--- config.mk ---
export PLATFORM = sky130hd
export DESIGN_NAME = branch_predictor
export DESIGN_NICKNAME = d
export VERILOG_FILES = /design/src/rtl/branch_predictor.sv
export SDC_FILE = /design/constraint.sdc
export NUM_CORES = 2
export LEC_CHECK = 0
export ABC_CLOCK_PERIOD_IN_PS = 15800
export BUFFER_PORTS_ARGS = -buffer_cell sky130_fd_sc_hd__buf_2
export CAP_MARGIN = 20
export CORE_MARGIN = 2
export CORE_UTILIZATION = 50
export CTS_BUF_LIST = sky130_fd_sc_hd__clkbuf_4
export DETAILED_ROUTE_END_ITERATION = 8
export PLACE_DENSITY = 0.67
export RECOVER_POWER = 25
export SLEW_MARGIN = 0
export SYNTH_ARGS = -nofsm -noshare
export SYNTH_HDL_FRONTEND = slang
export SYNTH_SLANG_ARGS = --single-unit
--- constraint.sdc ---
create_clock -name clk_i -period 15.8 [get_ports clk_i]
set_clock_uncertainty 0.15 [all_clocks]
set_input_delay 3.16 -clock clk_i [delete_from_list [all_inputs] [get_ports clk_i]]
set_output_delay 3.16 -clock clk_i [all_outputs]
set_load 0.02 [all_outputs]
--- src/rtl/branch_predictor.sv ---
// BTB plus saturating-counter direction predictor: zero-latency IF-stage lookup, MEM-stage training.
// Optional gshare counter indexing is enabled by defining BRANCH_PREDICTOR_GSHARE_EN.
module branch_predictor #(
    parameter int unsigned ENTRIES = 16,
    parameter int unsigned ADDR_W  = 32,
    parameter int unsigned CNT_W   = 2,
    parameter int unsigned STAT_W  = 32
) (
    input  logic              clk_i,
    input  logic              rst_i,
    input  logic [ADDR_W-1:0] pred_pc_i,
    output logic              pred_hit_o,
    output logic              pred_taken_o,
    output logic [ADDR_W-1:0] pred_target_o,
    input  logic              upd_valid_i,
    input  logic [ADDR_W-1:0] upd_pc_i,
    input  logic              upd_taken_i,
    input  logic [ADDR_W-1:0] upd_target_i,
    input  logic              upd_pred_taken_i,
    input  logic [ADDR_W-1:0] upd_pred_target_i,
    input  logic              flush_i,
    output logic [STAT_W-1:0] branch_cnt_o,
    output logic [STAT_W-1:0] mispred_cnt_o
);

    localparam int unsigned IDX_W = $clog2(ENTRIES);
    localparam int unsigned TAG_W = ADDR_W - IDX_W - 2;

    localparam logic [CNT_W-1:0] CntMax    = {CNT_W{1'b1}};
    localparam logic [CNT_W-1:0] CntWeakT  = CNT_W'(1) << (CNT_W - 1);
    localparam logic [CNT_W-1:0] CntWeakNt = CntWeakT - CNT_W'(1);

    logic [ENTRIES-1:0] valid_q;
    logic [TAG_W-1:0]   tag_q    [ENTRIES];
    logic [ADDR_W-1:0]  target_q [ENTRIES];
    logic [CNT_W-1:0]   cnt_q    [ENTRIES];
    logic [STAT_W-1:0]  branch_cnt_q;
    logic [STAT_W-1:0]  mispred_cnt_q;

    logic [IDX_W-1:0] pred_idx;
    logic [IDX_W-1:0] pred_cidx;
    logic [TAG_W-1:0] pred_tag;
    logic [IDX_W-1:0] upd_idx;
    logic [IDX_W-1:0] upd_cidx;
    logic [TAG_W-1:0] upd_tag;

    logic             upd_accept;
    logic             upd_hit;
    logic             alloc;
    logic             tgt_wr;
    logic             cnt_wr;
    logic [CNT_W-1:0] cnt_cur;
    logic [CNT_W-1:0] cnt_new;
    logic             mispred;

    logic unused_pc_bits;
    assign unused_pc_bits = ^{pred_pc_i[1:0], upd_pc_i[1:0]};

    assign pred_idx   = pred_pc_i[IDX_W+1:2];
    assign pred_tag   = pred_pc_i[ADDR_W-1:IDX_W+2];
    assign upd_idx    = upd_pc_i[IDX_W+1:2];
    assign upd_tag    = upd_pc_i[ADDR_W-1:IDX_W+2];
    assign upd_accept = upd_valid_i && !flush_i;

`ifdef BRANCH_PREDICTOR_GSHARE_EN
    logic [IDX_W-1:0] ghr_q;
    logic [IDX_W-1:0] ghr_d;

    // Counters are history-hashed; valid/tag/target stay PC-indexed.
    assign pred_cidx = pred_idx ^ ghr_q;
    assign upd_cidx  = upd_idx ^ ghr_q;

    always_comb begin
        ghr_d = ghr_q;
        if (flush_i) begin
            ghr_d = '0;
        end else if (upd_valid_i) begin
            ghr_d = IDX_W'({ghr_q, upd_taken_i});
        end
    end

    always_ff @(posedge clk_i) begin
        if (rst_i) begin
            ghr_q <= '0;
        end else begin
            ghr_q <= ghr_d;
        end
    end
`else
    assign pred_cidx = pred_idx;
    assign upd_cidx  = upd_idx;
`endif

    // Lookup sees registered contents only; an update in the same cycle shows up after the edge.
    always_comb begin
        pred_hit_o    = valid_q[pred_idx] && (tag_q[pred_idx] == pred_tag);
        pred_taken_o  = pred_hit_o && cnt_q[pred_cidx][CNT_W-1];
        pred_target_o = pred_taken_o ? target_q[pred_idx] : pred_pc_i + ADDR_W'(4);
    end

    always_comb begin
        upd_hit = valid_q[upd_idx] && (tag_q[upd_idx] == upd_tag);
        cnt_cur = cnt_q[upd_cidx];
        cnt_new = cnt_cur;
        alloc   = 1'b0;
        tgt_wr  = 1'b0;
        cnt_wr  = 1'b0;
        if (upd_accept) begin
            if (upd_hit) begin
                cnt_wr = 1'b1;
                if (upd_taken_i) begin
                    tgt_wr  = 1'b1;
                    cnt_new = (cnt_cur == CntMax) ? cnt_cur : cnt_cur + CNT_W'(1);
                end else begin
                    cnt_new = (cnt_cur == '0) ? cnt_cur : cnt_cur - CNT_W'(1);
                end
            end else if (upd_taken_i) begin
                alloc   = 1'b1;
                tgt_wr  = 1'b1;
                cnt_wr  = 1'b1;
                cnt_new = CntWeakT;
            end
        end
    end

    assign mispred = (upd_pred_taken_i != upd_taken_i) ||
                     (upd_taken_i && (upd_pred_target_i != upd_target_i));

    always_ff @(posedge clk_i) begin
        if (rst_i) begin
            valid_q <= '0;
            for (int unsigned i = 0; i < ENTRIES; i++) begin
                tag_q[i]    <= '0;
                target_q[i] <= '0;
                cnt_q[i]    <= CntWeakNt;
            end
        end else if (flush_i) begin
            valid_q <= '0;
            for (int unsigned i = 0; i < ENTRIES; i++) begin
                cnt_q[i] <= CntWeakNt;
            end
        end else begin
            if (alloc) begin
                valid_q[upd_idx] <= 1'b1;
                tag_q[upd_idx]   <= upd_tag;
            end
            if (tgt_wr) begin
                target_q[upd_idx] <= upd_target_i;
            end
            if (cnt_wr) begin
                cnt_q[upd_cidx] <= cnt_new;
            end
        end
    end

    // Statistics count every resolved branch, flush or not, and stick at all-ones.
    always_ff @(posedge clk_i) begin
        if (rst_i) begin
            branch_cnt_q  <= '0;
            mispred_cnt_q <= '0;
        end else if (upd_valid_i) begin
            if (branch_cnt_q != {STAT_W{1'b1}}) begin
                branch_cnt_q <= branch_cnt_q + STAT_W'(1);
            end
            if (mispred && (mispred_cnt_q != {STAT_W{1'b1}})) begin
                mispred_cnt_q <= mispred_cnt_q + STAT_W'(1);
            end
        end
    end

    assign branch_cnt_o  = branch_cnt_q;
    assign mispred_cnt_o = mispred_cnt_q;

endmodule

==> results.md <==
- Syn Area/Cell: 14.20 um^2
- Worst vdd ir: 0.07033 mV
- Vias in the first global route: 37020
- Largest family of logic cells by synthesized area: multiplexers
- Syn Inst Count: 3773
- Mux cell area share after synthesis: 19.23%
- Util after Layout: a little under three fifths
- Number of synthesized flops with an enable pin: 960
- PortBufs: about 230
- Routed Antenna Nets: 0
- Max Fclk: 0.08671 GHz
- WP data arrival: 8.22 ns
- CTS tree: built
- Overflow left after global routing: 0
- Setup_tns: 0 ns
- Root Driver: clkbuf_4
- Status: finished with violations
- Buffers & Inverters on Critical Path: 4
- Final Instance Count excl. Fillers: 5600
- Fill count: between 8000 and 9000
- Clk pin slew, worst setup/hold paths: about 0.05 ns
- Placer congestion estimate: 0.8854
- Detailed placer's ending HPWL: 100500 um
- Post-place setup slack: between 4 and 5 ns
- Clock Sinks: 1040
- RSZ-0062 raised after global routing: false
- Crit Path Category: input pin to output pin
- Worst skew pair latency: 1.20 ns
- Initial antenna violation count: 14
- Crit-path slowest cell: or4_1
- CP most frequent cell: buf_4
- Asr flop ratio synth: 0%
- Core box area: 106600 um^2
- Synth Area in XOR/XNOR: 2.747%
- Min Tclk post-route: 11.53 ns
- Cell Pwr Density: 106.2 nW/um^2
- Cts bufs inserted: 300
- Most used DFF post-synth: edfxtp_1
- Die ar.: 109800 um^2
- PostCTS Resize Cnt: 0
- Cell Rows: 120
- Delay-heaviest family, CP: buffers and inverters
- Largest net degree at the start of global routing: between 200 and 300
- Commonest cells after routing, fill and taps aside: edfxtp_1, clkbuf_4, and2_1
- Adder-Cell Fraction of Synth Area: 0.07007%
- Simple-gate area share of the yosys netlist: 15.64%
- Initial Util: 50.25%
- First-pass GRT wire length: 252100 um
- Global Route Usage Sum: 31.79%
- CTS max path bufs: 4
- Synth warn: 0
- # setup viols final: 0
- Most common cell after layout, fill and taps aside: edfxtp_1
- Top cell type's share of synthesized area: a little over half
- Critical Path End Type: output pin
- H-Tree Depth: 5
- DR vias: 37080
- Drt pass-1 iters: 5
- Sequence of cells on the critical path: buf_8 > buf_4 > mux4_2 > mux2i_1 > o221ai_1 > o21ai_1 > nand4_1 > or4_1 > nor4bb_4 > buf_4 > mux2_2 > buf_2
- Met1 Use GR: 41.57%
- Max cap viols: 19
- Routed vias/inst: 6.622
- Fin. max-slew vios: roughly 470
- Max_slew headroom: -138.4%
- Sequential-to-total area share from yosys stat: ~57%
- DR WL/cell: 31.41 um
- Nets: 4151
- GR Layer Usage met3: 9.190%
- Yosys top cell by area: edfxtp_1
- Slew @ Worst Pin: about 3.6 ns
- Layer carrying the most global-route usage: met2
- Layout cells sized above 1: 27.61%
- Die Wd: about 330 um
- Met2 Use GR: 49.60%
- Crit start category: input pin
- Final worst slack: 4.268 ns
- Die Height: roughly 330 um
- Setup bufs post-CTS: 0
- Synth cell types: 72
- Failing checks: capacitance limit, slew limit
- Top Ports: 232
- CP required: 12.49 ns
- Final hold viol count: 0
- P_leak: 19.88 nW
- Syn-to-layout area delta: 11.12%
- Number of remaining DRC errors: 0
- Post-Syn Area: 53570 um^2
- CP peak stage delay: 0.69 ns
- Post-Place Cells: ~5000
- Final Cycle Share: between 70% and 80%
- Cts hold-fix bufs: 0
- DRT Wirelength: 175900 um
- #FFs+latches synth: 1040
- Top cells by area, synth: edfxtp_1, mux4_2, and2_1
- Synthesized Nets: 3910
- Iteration-0 DRC Markers: 5554
- Max FO, Critical Path: 55
- Synth Area in Compound Gates: 2.319%
- Worst Hold Class: flip-flop to flip-flop
state kept, by name, indices dropped and copies added (netlist names):
signal and cells:
target_q 512, tag_q 416, branch_cnt_o 32, cnt_q 32, mispred_cnt_o 32, valid_q 16
logic make-up (layout without fill, tap and decap cells):
| logic type | Yosys count | count (layout) |
|---|---|---|
| simple gates | 1407 | 1407 |
| flops | 1040 | 1040 |
| mux | 562 | 562 |
| buf+inv | 411 | 829 |
| compound gates | 182 | 182 |
| xor+xnor | 168 | 168 |
| fa+ha+maj | 3 | 3 |
| other cells | 0 | 6 |
stage by stage:
stage / hold slack, ns / power [mW] / cell area (um^2)
after floorplan: 0.2862 / 3.649 / 53570
after global placement: 0.2994 / 3.915 / 56110
after detailed placement: 0.3137 / 3.926 / 56270
after CTS: 0.3227 / 6.337 / 59800
after global routing: 0.3425 / 6.528 / 59520
final: 0.3258 / 6.324 / 59520
cells in the mapped netlist, types with 20 or more instances:
master / count
and3_1: 23
clkbuf_1: 255
and2_1: 523
nand2_1: 126
mux2_2: 38
mux4_2: 369
o21ai_1: 20
buf_1: 41
buf_2: 86
mux2i_1: 146
nand3_1: 67
o21ai_0: 28
nor2_1: 115
nor4_1: 235
nor3b_1: 173
o31ai_1: 24
nor3_1: 47
edfxtp_1: 960
xnor2_1: 87
dfxtp_1: 80
nand4_1: 33
xor2_1: 81
layer usage:
layer	vias to the layer above	routed length (um)
met3	490	22860
met5	-	76
met2	2644	81930
met1	18680	63390
li1	15260	-
met4	12	7645
worst min-delay path, cell delays in order (launching register included):
cell and delay [ns]:
dfxtp_1 0.32, nand2_1 0.06, o21ai_1 0.05
final timing paths:
path | depth (start not counted) | end | slack [ns] | from
worst max-delay path | 12 | pred_target_o[20] | 4.27 | pred_pc_i[2]
worst min-delay path | 2 | valid_q[12] | 0.33 | valid_q[12]
worst max register to register | 11 | tag_q[1][19] | 9.84 | tag_q[11][7]
worst min register to register | 2 | valid_q[12] | 0.33 | valid_q[12]
layout make-up:
type | instances | area, um^2 | share of cell area, %
tap | 1403 | 1755 | 2.949
antenna | 6 | 15.01 | 0.02522
clock buffer | 424 | 3183 | 5.347
clock inverter | 55 | 354.1 | 0.5949
timing repair buffer | 333 | 1917 | 3.220
sequential | 1040 | 30430 | 51.12
inverter | 17 | 66.31 | 0.1114
multi-input combinational | 2322 | 21800 | 36.63
where the power goes:
group / switching, mW / internal (mW)
clock network: 1.14 / 1.30
registers: 0.0536 / 3.14
logic: 0.429 / 0.264
(Power assumes the default switching activity.)
